==> src/rtl/phase_word_loader.sv <==
// phase_word_loader: framed byte loader for the phase adder's frequency
// word and phase offset, committed atomically with one-cycle strobes.
//
// Ports:
//   i_clk, i_rst          clock, synchronous active-high reset
//   i_byte_valid, i_byte  byte stream in
//   o_byte_ready          low in reset and during the commit cycle
//   o_msb/o_isb/o_lsb     committed frequency word [23:16]/[15:8]/[7:0]
//   o_phaseadd            committed 12-bit phase offset
//   o_freq_update         one-cycle pulse when the frequency word changes
//   o_phaseadjusten       one-cycle pulse when the phase offset changes
//   o_err, o_err_code     abort pulse; code 01 cmd, 10 timeout, 11 phase
module phase_word_loader #(
  parameter int TIMEOUT_CYCLES = 1024
) (
  input  logic        i_clk,
  input  logic        i_rst,
  input  logic        i_byte_valid,
  input  logic [7:0]  i_byte,
  output logic        o_byte_ready,
  output logic [7:0]  o_msb,
  output logic [7:0]  o_isb,
  output logic [7:0]  o_lsb,
  output logic [11:0] o_phaseadd,
  output logic        o_freq_update,
  output logic        o_phaseadjusten,
  output logic        o_err,
  output logic [1:0]  o_err_code
);

  localparam int TW = $clog2(TIMEOUT_CYCLES);
  localparam logic [TW-1:0] TMAX = TW'(TIMEOUT_CYCLES - 1);

  typedef enum logic [1:0] {
    S_IDLE,
    S_FREQ,
    S_PHASE,
    S_COMMIT
  } state_t;

  state_t        state_q, state_d;
  logic [1:0]    bcnt_q, bcnt_d;
  logic [TW-1:0] tcnt_q, tcnt_d;
  logic          do_freq_q, do_freq_d;
  logic          do_ph_q, do_ph_d;
  logic [7:0]    sh_msb_q, sh_msb_d;
  logic [7:0]    sh_isb_q, sh_isb_d;
  logic [7:0]    sh_lsb_q, sh_lsb_d;
  logic [11:0]   sh_ph_q, sh_ph_d;
  logic [7:0]    msb_q, msb_d;
  logic [7:0]    isb_q, isb_d;
  logic [7:0]    lsb_q, lsb_d;
  logic [11:0]   ph_q, ph_d;
  logic          fu_q, fu_d;
  logic          pa_q, pa_d;
  logic          err_q, err_d;
  logic [1:0]    code_q, code_d;
  logic          xfer;

  assign o_byte_ready    = ~i_rst & (state_q != S_COMMIT);
  assign xfer            = i_byte_valid & o_byte_ready;
  assign o_msb           = msb_q;
  assign o_isb           = isb_q;
  assign o_lsb           = lsb_q;
  assign o_phaseadd      = ph_q;
  assign o_freq_update   = fu_q;
  assign o_phaseadjusten = pa_q;
  assign o_err           = err_q;
  assign o_err_code      = code_q;

  always_comb begin
    state_d   = state_q;
    bcnt_d    = bcnt_q;
    tcnt_d    = tcnt_q;
    do_freq_d = do_freq_q;
    do_ph_d   = do_ph_q;
    sh_msb_d  = sh_msb_q;
    sh_isb_d  = sh_isb_q;
    sh_lsb_d  = sh_lsb_q;
    sh_ph_d   = sh_ph_q;
    msb_d     = msb_q;
    isb_d     = isb_q;
    lsb_d     = lsb_q;
    ph_d      = ph_q;
    fu_d      = 1'b0;
    pa_d      = 1'b0;
    err_d     = 1'b0;
    code_d    = code_q;
    unique case (state_q)
      S_IDLE: begin
        tcnt_d = '0;
        bcnt_d = '0;
        if (xfer) begin
          unique case (i_byte)
            8'hA1: begin
              do_freq_d = 1'b1;
              do_ph_d   = 1'b0;
              state_d   = S_FREQ;
            end
            8'hA2: begin
              do_freq_d = 1'b0;
              do_ph_d   = 1'b1;
              state_d   = S_PHASE;
            end
            8'hA3: begin
              do_freq_d = 1'b1;
              do_ph_d   = 1'b1;
              state_d   = S_FREQ;
            end
            default: begin
              err_d  = 1'b1;
              code_d = 2'b01;
            end
          endcase
        end
      end
      S_FREQ: begin
        if (xfer) begin
          tcnt_d = '0;
          if (bcnt_q == 2'd0) sh_msb_d = i_byte;
          if (bcnt_q == 2'd1) sh_isb_d = i_byte;
          if (bcnt_q == 2'd2) begin
            sh_lsb_d = i_byte;
            bcnt_d   = '0;
            state_d  = do_ph_q ? S_PHASE : S_COMMIT;
          end else begin
            bcnt_d = bcnt_q + 2'd1;
          end
        end else if (tcnt_q == TMAX) begin
          tcnt_d  = '0;
          bcnt_d  = '0;
          state_d = S_IDLE;
          err_d   = 1'b1;
          code_d  = 2'b10;
        end else begin
          tcnt_d = tcnt_q + 1'b1;
        end
      end
      S_PHASE: begin
        if (xfer) begin
          tcnt_d = '0;
          if (bcnt_q == 2'd0) begin
            if (i_byte[7:4] != 4'h0) begin
              state_d = S_IDLE;
              err_d   = 1'b1;
              code_d  = 2'b11;
            end else begin
              sh_ph_d[11:8] = i_byte[3:0];
              bcnt_d        = 2'd1;
            end
          end else begin
            sh_ph_d[7:0] = i_byte;
            bcnt_d       = '0;
            state_d      = S_COMMIT;
          end
        end else if (tcnt_q == TMAX) begin
          tcnt_d  = '0;
          bcnt_d  = '0;
          state_d = S_IDLE;
          err_d   = 1'b1;
          code_d  = 2'b10;
        end else begin
          tcnt_d = tcnt_q + 1'b1;
        end
      end
      S_COMMIT: begin
        if (do_freq_q) begin
          msb_d = sh_msb_q;
          isb_d = sh_isb_q;
          lsb_d = sh_lsb_q;
          fu_d  = 1'b1;
        end
        if (do_ph_q) begin
          ph_d = sh_ph_q;
          pa_d = 1'b1;
        end
        state_d = S_IDLE;
      end
    endcase
  end

  always_ff @(posedge i_clk) begin
    if (i_rst) begin
      state_q   <= S_IDLE;
      bcnt_q    <= '0;
      tcnt_q    <= '0;
      do_freq_q <= 1'b0;
      do_ph_q   <= 1'b0;
      sh_msb_q  <= '0;
      sh_isb_q  <= '0;
      sh_lsb_q  <= '0;
      sh_ph_q   <= '0;
      msb_q     <= '0;
      isb_q     <= '0;
      lsb_q     <= '0;
      ph_q      <= '0;
      fu_q      <= 1'b0;
      pa_q      <= 1'b0;
      err_q     <= 1'b0;
      code_q    <= '0;
    end else begin
      state_q   <= state_d;
      bcnt_q    <= bcnt_d;
      tcnt_q    <= tcnt_d;
      do_freq_q <= do_freq_d;
      do_ph_q   <= do_ph_d;
      sh_msb_q  <= sh_msb_d;
      sh_isb_q  <= sh_isb_d;
      sh_lsb_q  <= sh_lsb_d;
      sh_ph_q   <= sh_ph_d;
      msb_q     <= msb_d;
      isb_q     <= isb_d;
      lsb_q     <= lsb_d;
      ph_q      <= ph_d;
      fu_q      <= fu_d;
      pa_q      <= pa_d;
      err_q     <= err_d;
      code_q    <= code_d;
    end
  end

endmodule

==> config.mk <==
export PLATFORM = sky130hd
export DESIGN_NAME = phase_word_loader
export DESIGN_NICKNAME = d
export VERILOG_FILES = /design/src/rtl/phase_word_loader.sv
export SDC_FILE = /design/constraint.sdc
export NUM_CORES = 1
export LEC_CHECK = 0
export ABC_CLOCK_PERIOD_IN_PS = 4080
export BUFFER_PORTS_ARGS = -buffer_cell sky130_fd_sc_hd__buf_2
export CORE_ASPECT_RATIO = 1.75
export CORE_MARGIN = 2
export CORE_UTILIZATION = 40
export CTS_CLUSTER_SIZE = 20
export DETAILED_ROUTE_END_ITERATION = 7
export GPL_ROUTABILITY_DRIVEN = 1
export HOLD_SLACK_MARGIN = 0.02
export PLACE_DENSITY = 0.69
export REMOVE_ABC_BUFFERS = 1
export SLEW_MARGIN = 20
export SYNTH_ARGS = -nofsm -noshare
export SYNTH_HDL_FRONTEND = slang
export SYNTH_SLANG_ARGS = --single-unit
==> constraint.sdc <==
create_clock -name i_clk -period 4.08 [get_ports i_clk]
set_input_delay 0.204 -clock i_clk [delete_from_list [all_inputs] [get_ports i_clk]]
set_output_delay 0.204 -clock i_clk [all_outputs]
set_load 0.03 [all_outputs]
# Yosys cells after proc, flatten, opt, wreduce, memory -nomap -nowiden
# Index checks and enable logic that the tools add are counted.
# op_classes
magnitude_cmp	0
n_eq_ne	19
div_mod_pow	0
mux	40
n_mul	0
reduce_logical	24
n_addsub	2
bitwise	6
shifts	0
# ops
operator	count
$mux W2	20
$eq A8 B8 Y1 const B	3
$mux W10	2
$pmux W10 S2	1
$reduce_and A3 Y1	6
$pmux W2 S3	2
$add A10 B1 Y10 const B	1
$eq A10 B10 Y1 const B	1
$mux W1	10
$ne A3 B3 Y1 const B	3
$ne A2 B2 Y1 const B	4
$ne A4 B4 Y1 const B	2
$pmux W2 S4	1
$reduce_and A4 Y1	2
$reduce_or A2 Y1	4
$eq A2 B2 Y1 const B	3
$reduce_and A2 Y1	3
$reduce_and A6 Y1	1
$reduce_bool A2 Y1	3
$eq A2 B1 Y1 const B	2
$logic_not A2 Y1	2
$not A1 Y1	4
$pmux W1 S2	2
$pmux W2 S2	1
other kinds (7)	8
# totals
memories	0
mem_bits_rw	0
rom_bits	0
word_cells	109
latch_bits	0
ff_bits	93

# Logic depth before layout (Yosys ltp)
# logic_depth
ltp_word	5
ltp_mapped	7
depth_no_buf	7

# Worst setup path before layout
# OpenSTA, ideal clock, no wires.
# synth_path
kind	reg-to-reg
startpoint	register state_q[0]
endpoint	register bcnt_q[0]
t_arrival_ns	1.765
period_less_slack_ns	1.892
slack_ns	2.188
setup_ns	0.128
path_buffers	0
stages_incl_launch_ff	7
required_ns	3.952
cell_sequence	dfxtp_1 > ha_1 > nand4bb_1 > or4_1 > nor3b_1 > a22oi_1 > nor2_1
# synth_via
elab_chain_len	5
word_cells_on_any_way	12
cone_classes	eq/ne (4); mux (3); bitwise (2); reduce/logical (3)
# synth_lines
item	line	source
start: declaration	41	state_t state_q, state_d;
start signal: assignment	202	state_q <= state_d;
$ne A2 B2 Y1	60	assign o_byte_ready = ~i_rst & (state_q != S_COMMIT);
$and A1 B1 Y1	60	
$and A1 B1 Y1	61	assign xfer = i_byte_valid & o_byte_ready;
$mux W2, or another cell as far along	140	if (xfer) begin
$pmux W2 S3 / $reduce_and A2 Y1 (equally long branches)	-	
end signal: assignment	203	bcnt_q <= bcnt_d;
end: declaration	42	logic [1:0] bcnt_q, bcnt_d;
# Several ways; a longest one is shown, not always the timed one.
# A chain may end at the register's enable or synchronous reset.

# Final worst setup path
# layout_path
startpoint	register state_q[0]
endpoint	register bcnt_q[1]
# The elaborated chain is that of the path after synthesis.

==> impl_metrics.json <==
{
  "status": "finished, final reports clean",
  "drive_gt1_share_pct": 16.5,
  "numPortBuffers": 52,
  "yosysSeqAreaShare_pct": 50.4,
  "clk_pin_slew_ps": 60,
  "drtIter0Drc": 136,
  "gr-usage-met3_pct": 3.64,
  "tritoncts": "built",
  "post_cts_buffers": 0,
  "use_met1_pct": 18.2,
  "avgSynthCellArea_um2": 8.88,
  "yosys-top-cells-area": "dfxtp_1 50%, mux2i_1 10%, nand2_1 8.4%",
  "max_freq_ghz": 0.425,
  "grt.total_usage_pct": 16.5,
  "layout_commonest_cell": "dfxtp_1",
  "clock_skew_ps": 6.37,
  "die_w_um": 76.6,
  "period_needed_ps": 2350,
  "areaGrowthSynthToFinish_pct": 17.2,
  "yosys_warnings": 0,
  "clock_sinks": 93,
  "antenna_found_initial": 0,
  "clk_path_buf_depth": 2,
  "die_y_um": 131,
  "slew_headroom_pct": 37.6,
  "hold_viol_final": 0,
  "mostFrequentLayoutCells": "93 x dfxtp_1, 83 x nand2_1, 54 x nor2_1",
  "post-route-util_pct": 47.9,
  "synth-edff-count": 0,
  "netlist_area_um2": 3690,
  "synthFlopType": "dfxtp_1",
  "fp.dieArea_um2": 10000,
  "busiest_layer": "met2",
  "yosysTopAreaCell": "dfxtp_1",
  "worstSetupPathType": "flop to flop",
  "num_antenna_cells": 0,
  "hp-class": "primary input to flop",
  "num_rows": 46,
  "worstPathArrival_ps": 2620,
  "crit_fanout": 9,
  "grt_max_degree": 87,
  "grt_pass1_wl_um": 13400,
  "ant_nets": 0,
  "num_io_pins": 53,
  "cts_inserted_buffers": 9,
  "vias_per_cell": 5.02,
  "synth_top_area_share_pct": 50.4,
  "met2_usage_pct": 28.7,
  "crit_path_start_kind": "flop",
  "avgRoutedWirePerCell_um": 13.8,
  "worst_ep_required_time_ps": 4340,
  "clock_latency_ps": 340,
  "max-cap-violations": 0,
  "setup_viol": 0,
  "ctsResizeCount": 0,
  "grt.overflow.total": 0,
  "hpwlAfterDp_um": 5610,
  "finalCritPeriodShare_pct": 57.7,
  "rsz0062_at_grt": "false",
  "p_leak_nw": 1.81,
  "core_area_um2": 9040,
  "slew_viol_final": 0,
  "drt_pass1_iterations": 4,
  "place.gp.congestion": 0.928,
  "synth_cells": 416,
  "wl_um": 8020,
  "start_util_pct": 40.9,
  "htreeDepth": 3,
  "vias": 2915,
  "tightest_slew_ps": 925,
  "drcViolationCount": 0,
  "ys_ff_latch": 93,
  "grt_pass1_vias": 2826,
  "cts_root_buf": "clkbuf_16",
  "total_power_mw": 2.00,
  "endpoint_kind": "flop",
  "postCtsHoldBufs": 0,
  "nets": 473,
  "ys_types": 49,
  "setup-tns-final_ps": 0,
  "ir_worst_vdd_mv": 0.230,
  "powerDensity_nw_per_um2": 462,
  "async_flop_share_pct": 0
}
area by class of cell:
cell class / count / area [um2]
Fill cell: 910 / 4710
Sequential cell: 93 / 1860
Multi-Input combinational cell: 293 / 1700
Timing Repair Buffer: 53 / 268
Clock buffer: 11 / 243
Tap cell: 120 / 150
Clock inverter: 5 / 81.3
Inverter: 6 / 22.5
layer usage:
layer,share of wire [%],vias to the layer above
met4,4.2,0
met5,0,-
li1,-,1492
met1,42,1347
met3,3.3,20
met2,51,56
critical path, stage by stage, from the launching register on:
cell and delay, ps:
dfxtp_1 350, ha_1 310, nor3b_2 510, nand4b_1 630, nand2b_1 360, a21oi_1 110
path summary, 6_finish.rpt:
check / startpoint / endpoint / slack (ps) / cells past startpoint
max: state_q[0] / bcnt_q[1] / 1730 / 5
min: i_byte[2] / sh_isb_q[2] / 200 / 3
max reg2reg: state_q[0] / bcnt_q[1] / 1730 / 5
min reg2reg: o_isb[5] / o_isb[5] / 450 / 2
power by group:
part	switching, mW	total [mW]	internal [mW]
clock network	0.342	0.896	0.554
logic	0.111	0.172	0.0610
registers	0.0104	0.932	0.921
flip-flops by register name (all words and copies together) (netlist names), 8 cells and up:
| register | cells |
|---|---|
| o_phaseadd | 12 |
| o_msb | 8 |
| o_lsb | 8 |
| sh_isb_q | 8 |
| sh_msb_q | 8 |
| tcnt_q | 10 |
| o_isb | 8 |
| sh_lsb_q | 8 |
| sh_ph_q | 12 |
cell families (layout without fill, tap and decap cells):
| logic type | count (synthesis) | after routing | share of synthesized area [%] |
|---|---|---|---|
| xor+xnor | 9 | 9 | 2.13 |
| compound gates | 66 | 66 | 10.7 |
| flops | 93 | 93 | 50.4 |
| buf+inv | 30 | 75 | 3.52 |
| fa+ha+maj | 6 | 6 | 2.03 |
| mux | 37 | 37 | 10.0 |
| simple gates | 175 | 175 | 21.2 |
cells in the mapped netlist (2+ instances only):
cell type	number
buf_1	2
o21ai_0	3
xor2_1	4
a31oi_1	4
nor2_1	54
nand3_1	5
ha_1	6
dfxtp_1	93
xnor2_1	5
nand4bb_1	2
inv_1	6
nor2b_1	4
nor3b_1	2
or3_1	2
mux2i_1	37
nand4_1	4
nor3_1	6
o22a_1	2
and2_1	2
a21oi_1	42
buf_2	2
nand2_1	83
clkbuf_1	18
buf_6	2
a311oi_1	2
stage by stage:
| step | hold WS (ps) | instances | cell area, um2 | setup slack (ps) |
|---|---|---|---|---|
| finish | 202 | 581 | 4330 | 1730 |
| global route | 222 | 581 | 4330 | 1510 |
| CTS | 203 | 581 | 4330 | 1730 |
| detailed placement | 444 | 565 | 4000 | 1760 |
| global placement | 443 | 565 | 4000 | 1800 |
| floorplan | 273 | 392 | 3590 | 2180 |
(Power assumes the default switching activity.)
